**config.mk**
```make
export PLATFORM = sky130hd
export DESIGN_NAME = compat_trig_collector_flat
export DESIGN_NICKNAME = d
export VERILOG_FILES = /design/src/rtl/compat_trig_collector_pkg.sv /design/src/rtl/compat_trig_collector_if.sv /design/src/rtl/compat_trig_edge.sv /design/src/rtl/compat_trig_collector.sv /design/src/flat_wrapper.sv
export SDC_FILE = /design/constraint.sdc
export NUM_CORES = 1
export LEC_CHECK = 0
export BUFFER_PORTS_ARGS = -buffer_cell sky130_fd_sc_hd__buf_4
export CAP_MARGIN = 25
export CORE_MARGIN = 5
export CORE_UTILIZATION = 49
export DETAILED_ROUTE_END_ITERATION = 16
export PLACE_DENSITY = 0.75
export SYNTH_ARGS = -nofsm -noshare
export SYNTH_HDL_FRONTEND = slang
export SYNTH_HIERARCHICAL = 1
export SYNTH_SLANG_ARGS = --single-unit
```
**constraint.sdc**
```tcl
create_clock -name CLK120 -period 2.4 [get_ports CLK120]
set_input_delay 0.72 -clock CLK120 [delete_from_list [all_inputs] [get_ports CLK120]]
set_output_delay 0.72 -clock CLK120 [all_outputs]
set_load 0.005 [all_outputs]
```
**src/rtl/compat_trig_collector_pkg.sv**
```systemverilog
// Shared definitions for the 40 MHz compatibility-mode trigger collector:
// state encoding, TRIG_IN source indices and default widths.
package compat_trig_collector_pkg;

    localparam int COINC_BITS_DFLT   = 3;
    localparam int HOLDOFF_BITS_DFLT = 16;
    localparam int CNT_BITS_DFLT     = 32;

    localparam int NUM_SRC  = 5;
    localparam int SRC_SB   = 0;
    localparam int SRC_TOT  = 1;
    localparam int SRC_TOTD = 2;
    localparam int SRC_MOPS = 3;
    localparam int SRC_EXT  = 4;

    // 40 MHz tick logic advances on the cycle where the registered phase equals this.
    localparam logic [1:0] STROBE_PHASE = 2'd1;

    typedef enum logic [2:0] {
        ST_IDLE     = 3'd0,
        ST_COINC    = 3'd1,
        ST_FIRE     = 3'd2,
        ST_WAIT_ACK = 3'd3,
        ST_HOLDOFF  = 3'd4
    } state_t;

endpackage

```
**src/rtl/compat_trig_collector_if.sv**
```systemverilog
// Readout handshake between the trigger collector (master) and the
// event buffer manager (slave).
interface compat_trig_collector_if #(
    parameter int CNT_BITS = compat_trig_collector_pkg::CNT_BITS_DFLT
);
    import compat_trig_collector_pkg::*;

    logic                BUF_FULL;
    logic                ACK;
    logic                TRIG_OUT;
    logic [NUM_SRC-1:0]  TRIG_TYPE;
    logic                TRIG_PENDING;
    logic [CNT_BITS-1:0] ACCEPTED_CNT;

    modport master (
        input  BUF_FULL, ACK,
        output TRIG_OUT, TRIG_TYPE, TRIG_PENDING, ACCEPTED_CNT
    );

    modport slave (
        output BUF_FULL, ACK,
        input  TRIG_OUT, TRIG_TYPE, TRIG_PENDING, ACCEPTED_CNT
    );

endinterface

```
**src/rtl/compat_trig_edge.sv**
```systemverilog
// Strobe-gated rising-edge detector and source mask; new_evt is only
// non-zero on strobe cycles.
module compat_trig_edge
    import compat_trig_collector_pkg::*;
(
    input  logic               CLK120,
    input  logic               RST_N,
    input  logic               strobe,
    input  logic [NUM_SRC-1:0] trig_in,
    input  logic [NUM_SRC-1:0] trig_mask,
    output logic [NUM_SRC-1:0] new_evt
);

    logic [NUM_SRC-1:0] prev_q;

    always_ff @(posedge CLK120 or negedge RST_N) begin
        if (!RST_N) begin
            prev_q <= '0;
        end else if (strobe) begin
            prev_q <= trig_in;
        end
    end

    assign new_evt = strobe ? (trig_in & ~prev_q & trig_mask) : '0;

endmodule

```
**src/rtl/compat_trig_collector.sv**
```systemverilog
// Collects 40 MHz compatibility triggers into one typed trigger pulse with
// ACK handshake and holdoff. Optional LOST_CNT output: COMPAT_TRIG_LOST_CNT_EN.
//
// state       | meaning
// ST_IDLE     | armed, waiting for a new edge
// ST_COINC    | gathering coincident sources for COINC_WIN ticks
// ST_FIRE     | one-cycle trigger pulse
// ST_WAIT_ACK | trigger pending until readout ACK
// ST_HOLDOFF  | dead time of HOLDOFF ticks after ACK
module compat_trig_collector
    import compat_trig_collector_pkg::*;
#(
    parameter int COINC_BITS   = COINC_BITS_DFLT,
    parameter int HOLDOFF_BITS = HOLDOFF_BITS_DFLT,
    parameter int CNT_BITS     = CNT_BITS_DFLT
) (
    input  logic                    CLK120,
    input  logic                    RST_N,
    input  logic [1:0]              ENABLE40,
    input  logic [NUM_SRC-1:0]      TRIG_IN,
    input  logic [NUM_SRC-1:0]      TRIG_MASK,
    input  logic [COINC_BITS-1:0]   COINC_WIN,
    input  logic [HOLDOFF_BITS-1:0] HOLDOFF,
`ifdef COMPAT_TRIG_LOST_CNT_EN
    output logic [15:0]             LOST_CNT,
`endif
    compat_trig_collector_if.master rd
);

    logic [1:0]              lcl_enable40;
    logic                    strobe;
    logic [NUM_SRC-1:0]      new_evt;
    logic                    evt_any;
    state_t                  state_q, state_d;
    logic [NUM_SRC-1:0]      type_acc_q, type_acc_d;
    logic [COINC_BITS-1:0]   ccnt_q, ccnt_d;
    logic [HOLDOFF_BITS-1:0] hcnt_q, hcnt_d;
    logic                    fire_d, pending_d;
    logic                    trig_out_q, pending_q;
    logic [NUM_SRC-1:0]      trig_type_q;
    logic [CNT_BITS-1:0]     accepted_q;

    assign strobe  = (lcl_enable40 == STROBE_PHASE);
    assign evt_any = |new_evt;

    compat_trig_edge u_edge (
        .CLK120    (CLK120),
        .RST_N     (RST_N),
        .strobe    (strobe),
        .trig_in   (TRIG_IN),
        .trig_mask (TRIG_MASK),
        .new_evt   (new_evt)
    );

    always_ff @(posedge CLK120 or negedge RST_N) begin
        if (!RST_N) begin
            lcl_enable40 <= '0;
            state_q      <= ST_IDLE;
            type_acc_q   <= '0;
            ccnt_q       <= '0;
            hcnt_q       <= '0;
            trig_out_q   <= 1'b0;
            pending_q    <= 1'b0;
            trig_type_q  <= '0;
            accepted_q   <= '0;
        end else begin
            lcl_enable40 <= ENABLE40;
            state_q      <= state_d;
            type_acc_q   <= type_acc_d;
            ccnt_q       <= ccnt_d;
            hcnt_q       <= hcnt_d;
            trig_out_q   <= fire_d;
            pending_q    <= pending_d;
            if (fire_d) begin
                trig_type_q <= type_acc_d;
                accepted_q  <= accepted_q + CNT_BITS'(1);
            end
        end
    end

    always_comb begin
        state_d    = state_q;
        type_acc_d = type_acc_q;
        ccnt_d     = ccnt_q;
        hcnt_d     = hcnt_q;
        unique case (state_q)
            ST_IDLE: begin
                if (evt_any && !rd.BUF_FULL) begin
                    type_acc_d = new_evt;
                    ccnt_d     = COINC_WIN;
                    state_d    = (COINC_WIN == '0) ? ST_FIRE : ST_COINC;
                end
            end
            ST_COINC: begin
                if (strobe) begin
                    type_acc_d = type_acc_q | new_evt;
                    ccnt_d     = ccnt_q - COINC_BITS'(1);
                    if (ccnt_q <= COINC_BITS'(1)) state_d = ST_FIRE;
                end
            end
            ST_FIRE: state_d = ST_WAIT_ACK;
            ST_WAIT_ACK: begin
                if (rd.ACK) begin
                    hcnt_d  = HOLDOFF;
                    state_d = (HOLDOFF == '0) ? ST_IDLE : ST_HOLDOFF;
                end
            end
            ST_HOLDOFF: begin
                if (strobe) begin
                    hcnt_d = hcnt_q - HOLDOFF_BITS'(1);
                    if (hcnt_q <= HOLDOFF_BITS'(1)) state_d = ST_IDLE;
                end
            end
            default: state_d = ST_IDLE;
        endcase
    end

    // Outputs are registered from the next state so they line up with it.
    always_comb begin
        fire_d    = (state_d == ST_FIRE);
        pending_d = (state_d == ST_WAIT_ACK);
    end

    assign rd.TRIG_OUT     = trig_out_q;
    assign rd.TRIG_TYPE    = trig_type_q;
    assign rd.TRIG_PENDING = pending_q;
    assign rd.ACCEPTED_CNT = accepted_q;

`ifdef COMPAT_TRIG_LOST_CNT_EN
    logic        evt_lost;
    logic [15:0] lost_q;

    always_comb begin
        evt_lost = evt_any && ((state_q == ST_IDLE && rd.BUF_FULL) ||
                               state_q == ST_WAIT_ACK || state_q == ST_HOLDOFF);
    end

    always_ff @(posedge CLK120 or negedge RST_N) begin
        if (!RST_N) begin
            lost_q <= '0;
        end else if (evt_lost && lost_q != 16'hFFFF) begin
            lost_q <= lost_q + 16'd1;
        end
    end

    assign LOST_CNT = lost_q;
`endif

endmodule

```
**src/flat_wrapper.sv**
```systemverilog
// flat-port wrapper written by rule: the top's interface ports become plain ports
module compat_trig_collector_flat import compat_trig_collector_pkg::*;
#(
    parameter int COINC_BITS   = COINC_BITS_DFLT,
    parameter int HOLDOFF_BITS = HOLDOFF_BITS_DFLT,
    parameter int CNT_BITS     = CNT_BITS_DFLT
)
  (CLK120, RST_N, ENABLE40, TRIG_IN, TRIG_MASK, COINC_WIN, HOLDOFF, rd_BUF_FULL, rd_ACK, rd_TRIG_OUT, rd_TRIG_TYPE, rd_TRIG_PENDING, rd_ACCEPTED_CNT);
  compat_trig_collector_if #(.CNT_BITS(CNT_BITS)) rd_i ();
  input  logic CLK120;
  input  logic RST_N;
  input  logic [1:0] ENABLE40;
  input  logic [NUM_SRC-1:0] TRIG_IN;
  input  logic [NUM_SRC-1:0] TRIG_MASK;
  input  logic [COINC_BITS-1:0] COINC_WIN;
  input  logic [HOLDOFF_BITS-1:0] HOLDOFF;
  input wire logic [$bits(rd_i.BUF_FULL)-1:0] rd_BUF_FULL;
  input wire logic [$bits(rd_i.ACK)-1:0] rd_ACK;
  output wire logic [$bits(rd_i.TRIG_OUT)-1:0] rd_TRIG_OUT;
  output wire logic [$bits(rd_i.TRIG_TYPE)-1:0] rd_TRIG_TYPE;
  output wire logic [$bits(rd_i.TRIG_PENDING)-1:0] rd_TRIG_PENDING;
  output wire logic [$bits(rd_i.ACCEPTED_CNT)-1:0] rd_ACCEPTED_CNT;
  assign rd_i.BUF_FULL = rd_BUF_FULL;
  assign rd_i.ACK = rd_ACK;
  assign rd_TRIG_OUT = rd_i.TRIG_OUT;
  assign rd_TRIG_TYPE = rd_i.TRIG_TYPE;
  assign rd_TRIG_PENDING = rd_i.TRIG_PENDING;
  assign rd_ACCEPTED_CNT = rd_i.ACCEPTED_CNT;
  compat_trig_collector #(.COINC_BITS(COINC_BITS), .HOLDOFF_BITS(HOLDOFF_BITS), .CNT_BITS(CNT_BITS)) u_core (.CLK120(CLK120), .RST_N(RST_N), .ENABLE40(ENABLE40), .TRIG_IN(TRIG_IN), .TRIG_MASK(TRIG_MASK), .COINC_WIN(COINC_WIN), .HOLDOFF(HOLDOFF), .rd(rd_i));
endmodule
```
==> metrics list <==
- Top layer used by detailed routing: met4
* DRT Pass-1 Iters: 4
- Buffers inserted during clock tree synthesis total 9.
* Measured slew at the worst slew-check pin: 0.549 ns
- Total global-route track usage: 20.8%
- Static timing analysis puts the maximum clock frequency at ~440 MHz.
- Share of the synthesized area in the top cell type: 50.2%
- The mapped netlist covers 3640 um^2.
- Total congestion overflow: 0
- 74 I/O pins were placed.
* Leakage power figure: 2.28 nW
* Die width: 96.2 um
- The floorplan has 31 rows.
* PortBufs: 73
- After detailed routing, the average wire length per cell comes to 16.5 um.
* Buffer count from post-CTS setup fixing: 0
* Wire length of the first global-routing pass: 14900 um
- TritonCTS clock tree: yes
- By startpoint and endpoint, the worst setup path is classified as reg2reg.
- Data required time of the critical path: 2.62 ns
- Core Box Area: 7250 um^2
- Of all cell types, the one taking the most synthesized area is sky130_fd_sc_hd__dfrtp_1.
* Total nets after synthesis: 384
- Along the worst path, the maximum fanout reaches 8.
* Final setup violation count: 0
- From synthesis to final layout, the design area changed by 31.6%.
* Switching share of power: 32.5%
- After the first detailed-routing iteration, the DRC count stood at 145.
- The flow ran to the end, and the final reports show no timing, DRC or antenna violations.
- Fill cells in the final layout number 580.
- Net count reported at finish: slightly below 500
- Most frequent cell after synthesis: sky130_fd_sc_hd__dfrtp_1
- Vias per Instance: approximately 5.6
* Maximum clock skew at final layout: 0.00823 ns
- CTS built an H-tree with a depth of 3.
- Worst-case setup margin in the final layout: about 0.14 ns
* Sort of element at the start of the critical path: register
- The analysis attributes to net switching a power of 0.00132 W.
- Total routed wire length on the met1 layer: 3960 um
- Detail Route met3 WL: between 400 and 500 um
- During synthesis, Yosys emitted a total of 6 warnings.
* Worst reg2reg startpoint: u_core/lcl_enable40[0]
- Hold repair after CTS inserted 0 buffers.
- Tightest slew margin relative to the limit: 63.3%
- Vias after detailed routing: 3124
- Post-route DRC: 0
- Number of register bits inferred by synthesis: 73
- The die is 96.2 um tall.
- In the synthesized netlist, the number of instances is around 340.
- In this run, the clock network consumes around 27% of the power.
- Top cells by count, synth: sky130_fd_sc_hd__dfrtp_1, sky130_fd_sc_hd__nand2_1, sky130_fd_sc_hd__nor2_1
* Distinct cell type count after synthesis: 54
* Total detailed-routing wirelength: slightly above 9000 um
- Minimum period implied by the final worst setup slack: ~2.3 ns
- Data arrives at the worst endpoint at 2.48 ns.
- Counting every sink on the clock net gives 73.
* Placed instance area: roughly 4600 um^2
- Post-detail-place hpwl: between 6000 and 7000 um
* Layout cell share with drive strength beyond 1: roughly a third
- Pint: 0.00273 W
- In the synthesized netlist the dominant register cell turns out to be sky130_fd_sc_hd__dfrtp_1.
- In this run the worst hold path is classified as in2async.
- Pwr Density: 846 nW/um^2
- The worst register-to-register path has a depth of 9.
- The repair_antennas step left the layout with diodes totalling 0.
- Yosys mapped a number of flops with a built-in enable equal to 0.
- Entering global routing, the biggest net connects 48 pins.
- The later pin in the worst-skew pair is clocked with a latency of 0.34 ns.
- Hold is met by 0.287 ns.
- Worst-path clk slew: 0.08 ns
* Finished layout cell area: about 4800 um^2
* Most area-consuming cells after synthesis: sky130_fd_sc_hd__dfrtp_1, sky130_fd_sc_hd__xnor2_1, sky130_fd_sc_hd__o21ai_0, sky130_fd_sc_hd__nand4_1, sky130_fd_sc_hd__a21oi_1
- The endpoint identified for the worst register-to-register timing path is u_core/rd.ACCEPTED_CNT[30].
* Overall Power: 0.00405 W
- Combinational cell fraction of total power: approximately 30%
* Async set-or-reset flop fraction in the synthesized netlist: 100%
* Met2 wire length: 4570 um
- Max-cap violations in this run came to 0.
- After synthesis, the mean cell area works out to 10.6 um^2.
- No sink is reached through more buffers than the 2 on the longest clock path.
* Post-synthesis sequential area ratio: 50.2%
- The number of hold-slack violations in the final timing report was 0.
- Antenna violations before repair: 0
- Sequential cell fraction of total power: between 40% and 50%
- Period utilization: 94.3%
- At the end of routability-driven placement, the weighted congestion stood at between 0.8 and 0.9.
* Number of nets still failing antenna checks after routing: 0
- Crit end category: register
- CTS placed an instance of sky130_fd_sc_hd__clkbuf_8 at the clock tree root.
- The initial utilization of the core area, before any placement, comes to 50.1%.
* Pre-CTS setup slack: -0.230 ns
- Worst IR drop on VDD: 0.000545 V
- Area enclosed by the die boundary: 9250 um^2
* Number of slew-limit violations in the final report: 0
- Number of global-route vias before repair: ~3300
* FF-to-FF setup slack: 0.14 ns
- Setup repair after global routing left no endpoint under its margin.
-- kinds of logic (layout without fill, tap and decap cells) --
family                   after synthesis  after routing  share of synthesized area [%]
buffers and inverters                 18            131                           2.37
flip-flops                            73             73                           50.2
multiplexers                          11             11                           3.92
XOR/XNOR                              31             31                           7.46
AND/OR/NAND/NOR                      129            129                           20.0
AO/OA/AOI/OAI                         77             77                           14.3
adder cells (fa/ha/maj)                5              5                           1.72
-- stage by stage --
step,TNS (ns),utilization (%),std cells
2_1_floorplan,-0.489,-,344
3_3_place_gp,-3.27,62.8,540
6_report,0,66.0,556
4_1_cts,0,66.0,556
3_5_place_dp,-4.94,62.8,540
5_1_grt,0,66.0,556
-- layout make-up --
cell class / count / area [um^2] / area share (%)
flip-flops and latches: 73 / 1830 / 38.1
multi-input cells: 253 / 1750 / 36.5
repair buffers: 108 / 836 / 17.5
clock buffers: 11 / 151 / 3.16
well taps: 99 / 124 / 2.59
clock inverters: 5 / 77.6 / 1.62
inverters: 7 / 26.3 / 0.549
-- how the worst max path moves through the flow --
| stage | startpoint | to | slack [ns] | cells past startpoint |
|---|---|---|---|---|
| 2_1_floorplan | TRIG_IN[0] | u_core/rd.TRIG_TYPE[0] | -0.12 | 7 |
| 6_report | u_core/lcl_enable40[0] | u_core/rd.ACCEPTED_CNT[30] | 0.14 | 9 |
| 3_3_place_gp | TRIG_IN[0] | u_core/rd.TRIG_TYPE[3] | -0.16 | 7 |
| 4_1_cts | u_core/lcl_enable40[0] | u_core/rd.ACCEPTED_CNT[5] | 0.04 | 9 |
| 5_1_grt | u_core/lcl_enable40[0] | u_core/rd.ACCEPTED_CNT[30] | 0.008 | 9 |
| 3_5_place_dp | TRIG_IN[0] | u_core/rd.TRIG_TYPE[4] | -0.23 | 7 |
-- power by group through the flow --
stage | logic [W] | registers [W] | clock network (W)
2_1_floorplan | 0.000736 | 0.00172 | 0
3_5_place_dp | 0.00119 | 0.00177 | 0
6_report | 0.00120 | 0.00176 | 0.00110
3_3_place_gp | 0.00113 | 0.00176 | 0
4_1_cts | 0.00120 | 0.00175 | 0.00112
5_1_grt | 0.00133 | 0.00180 | 0.00118
-- per-layer routing --
| layer | track usage (%) | vias to the layer above |
|---|---|---|
| met5 | 0 | - |
| met4 | 7.46 | 0 |
| met3 | 4.93 | 15 |
| met2 | 35.4 | 86 |
| met1 | 25.6 | 1529 |
| li1 | - | 1494 |
-- state kept, by name (all words and copies together) (netlist names) --
name and cells:
u_core/ccnt_q 3, u_core/hcnt_q 16, u_core/lcl_enable40 2, u_core/rd.ACCEPTED_CNT 32
u_core/rd.TRIG_OUT 1, u_core/rd.TRIG_PENDING 1, u_core/rd.TRIG_TYPE 5, u_core/state_q 3
u_core/type_acc_q 5, u_core/u_edge/prev_q 5
-- what timing repair did --
item | in CTS | in global routing
endpoints found under the hold margin | 0 | 0
setup endpoints to repair | 4 | 24
cloned | 0 | 0
gates resized for setup | 1 | 1
pin swaps | 0 | 1
-- worst max-delay path, cell delays in order (launching register included) --
cell,delay [ns]
sky130_fd_sc_hd__dfrtp_1,0.36
sky130_fd_sc_hd__nand2b_1,0.10
sky130_fd_sc_hd__inv_2,0.10
sky130_fd_sc_hd__and4b_1,0.20
sky130_fd_sc_hd__or4_4,0.58
sky130_fd_sc_hd__o211a_1,0.25
sky130_fd_sc_hd__o2111ai_1,0.20
sky130_fd_sc_hd__buf_4,0.16
sky130_fd_sc_hd__nor2_1,0.05
sky130_fd_sc_hd__xor2_1,0.14
-- cell usage in the layout (no fill, tap or decap), types with 7 or more instances in the layout --
| cell | n |
|---|---|
| sky130_fd_sc_hd__a21oi_1 | 19 |
| sky130_fd_sc_hd__and3_1 | 7 |
| sky130_fd_sc_hd__buf_4 | 106 |
| sky130_fd_sc_hd__clkbuf_8 | 11 |
| sky130_fd_sc_hd__dfrtp_1 | 73 |
| sky130_fd_sc_hd__nand2_1 | 24 |
| sky130_fd_sc_hd__nand3_1 | 13 |
| sky130_fd_sc_hd__nand4_1 | 16 |
| sky130_fd_sc_hd__nor2_1 | 25 |
| sky130_fd_sc_hd__nor3_1 | 7 |
| sky130_fd_sc_hd__nor4_1 | 11 |
| sky130_fd_sc_hd__o21ai_0 | 21 |
| sky130_fd_sc_hd__xnor2_1 | 23 |
| sky130_fd_sc_hd__xor2_1 | 8 |
No activity file was read; power rests on OpenSTA's default activity.
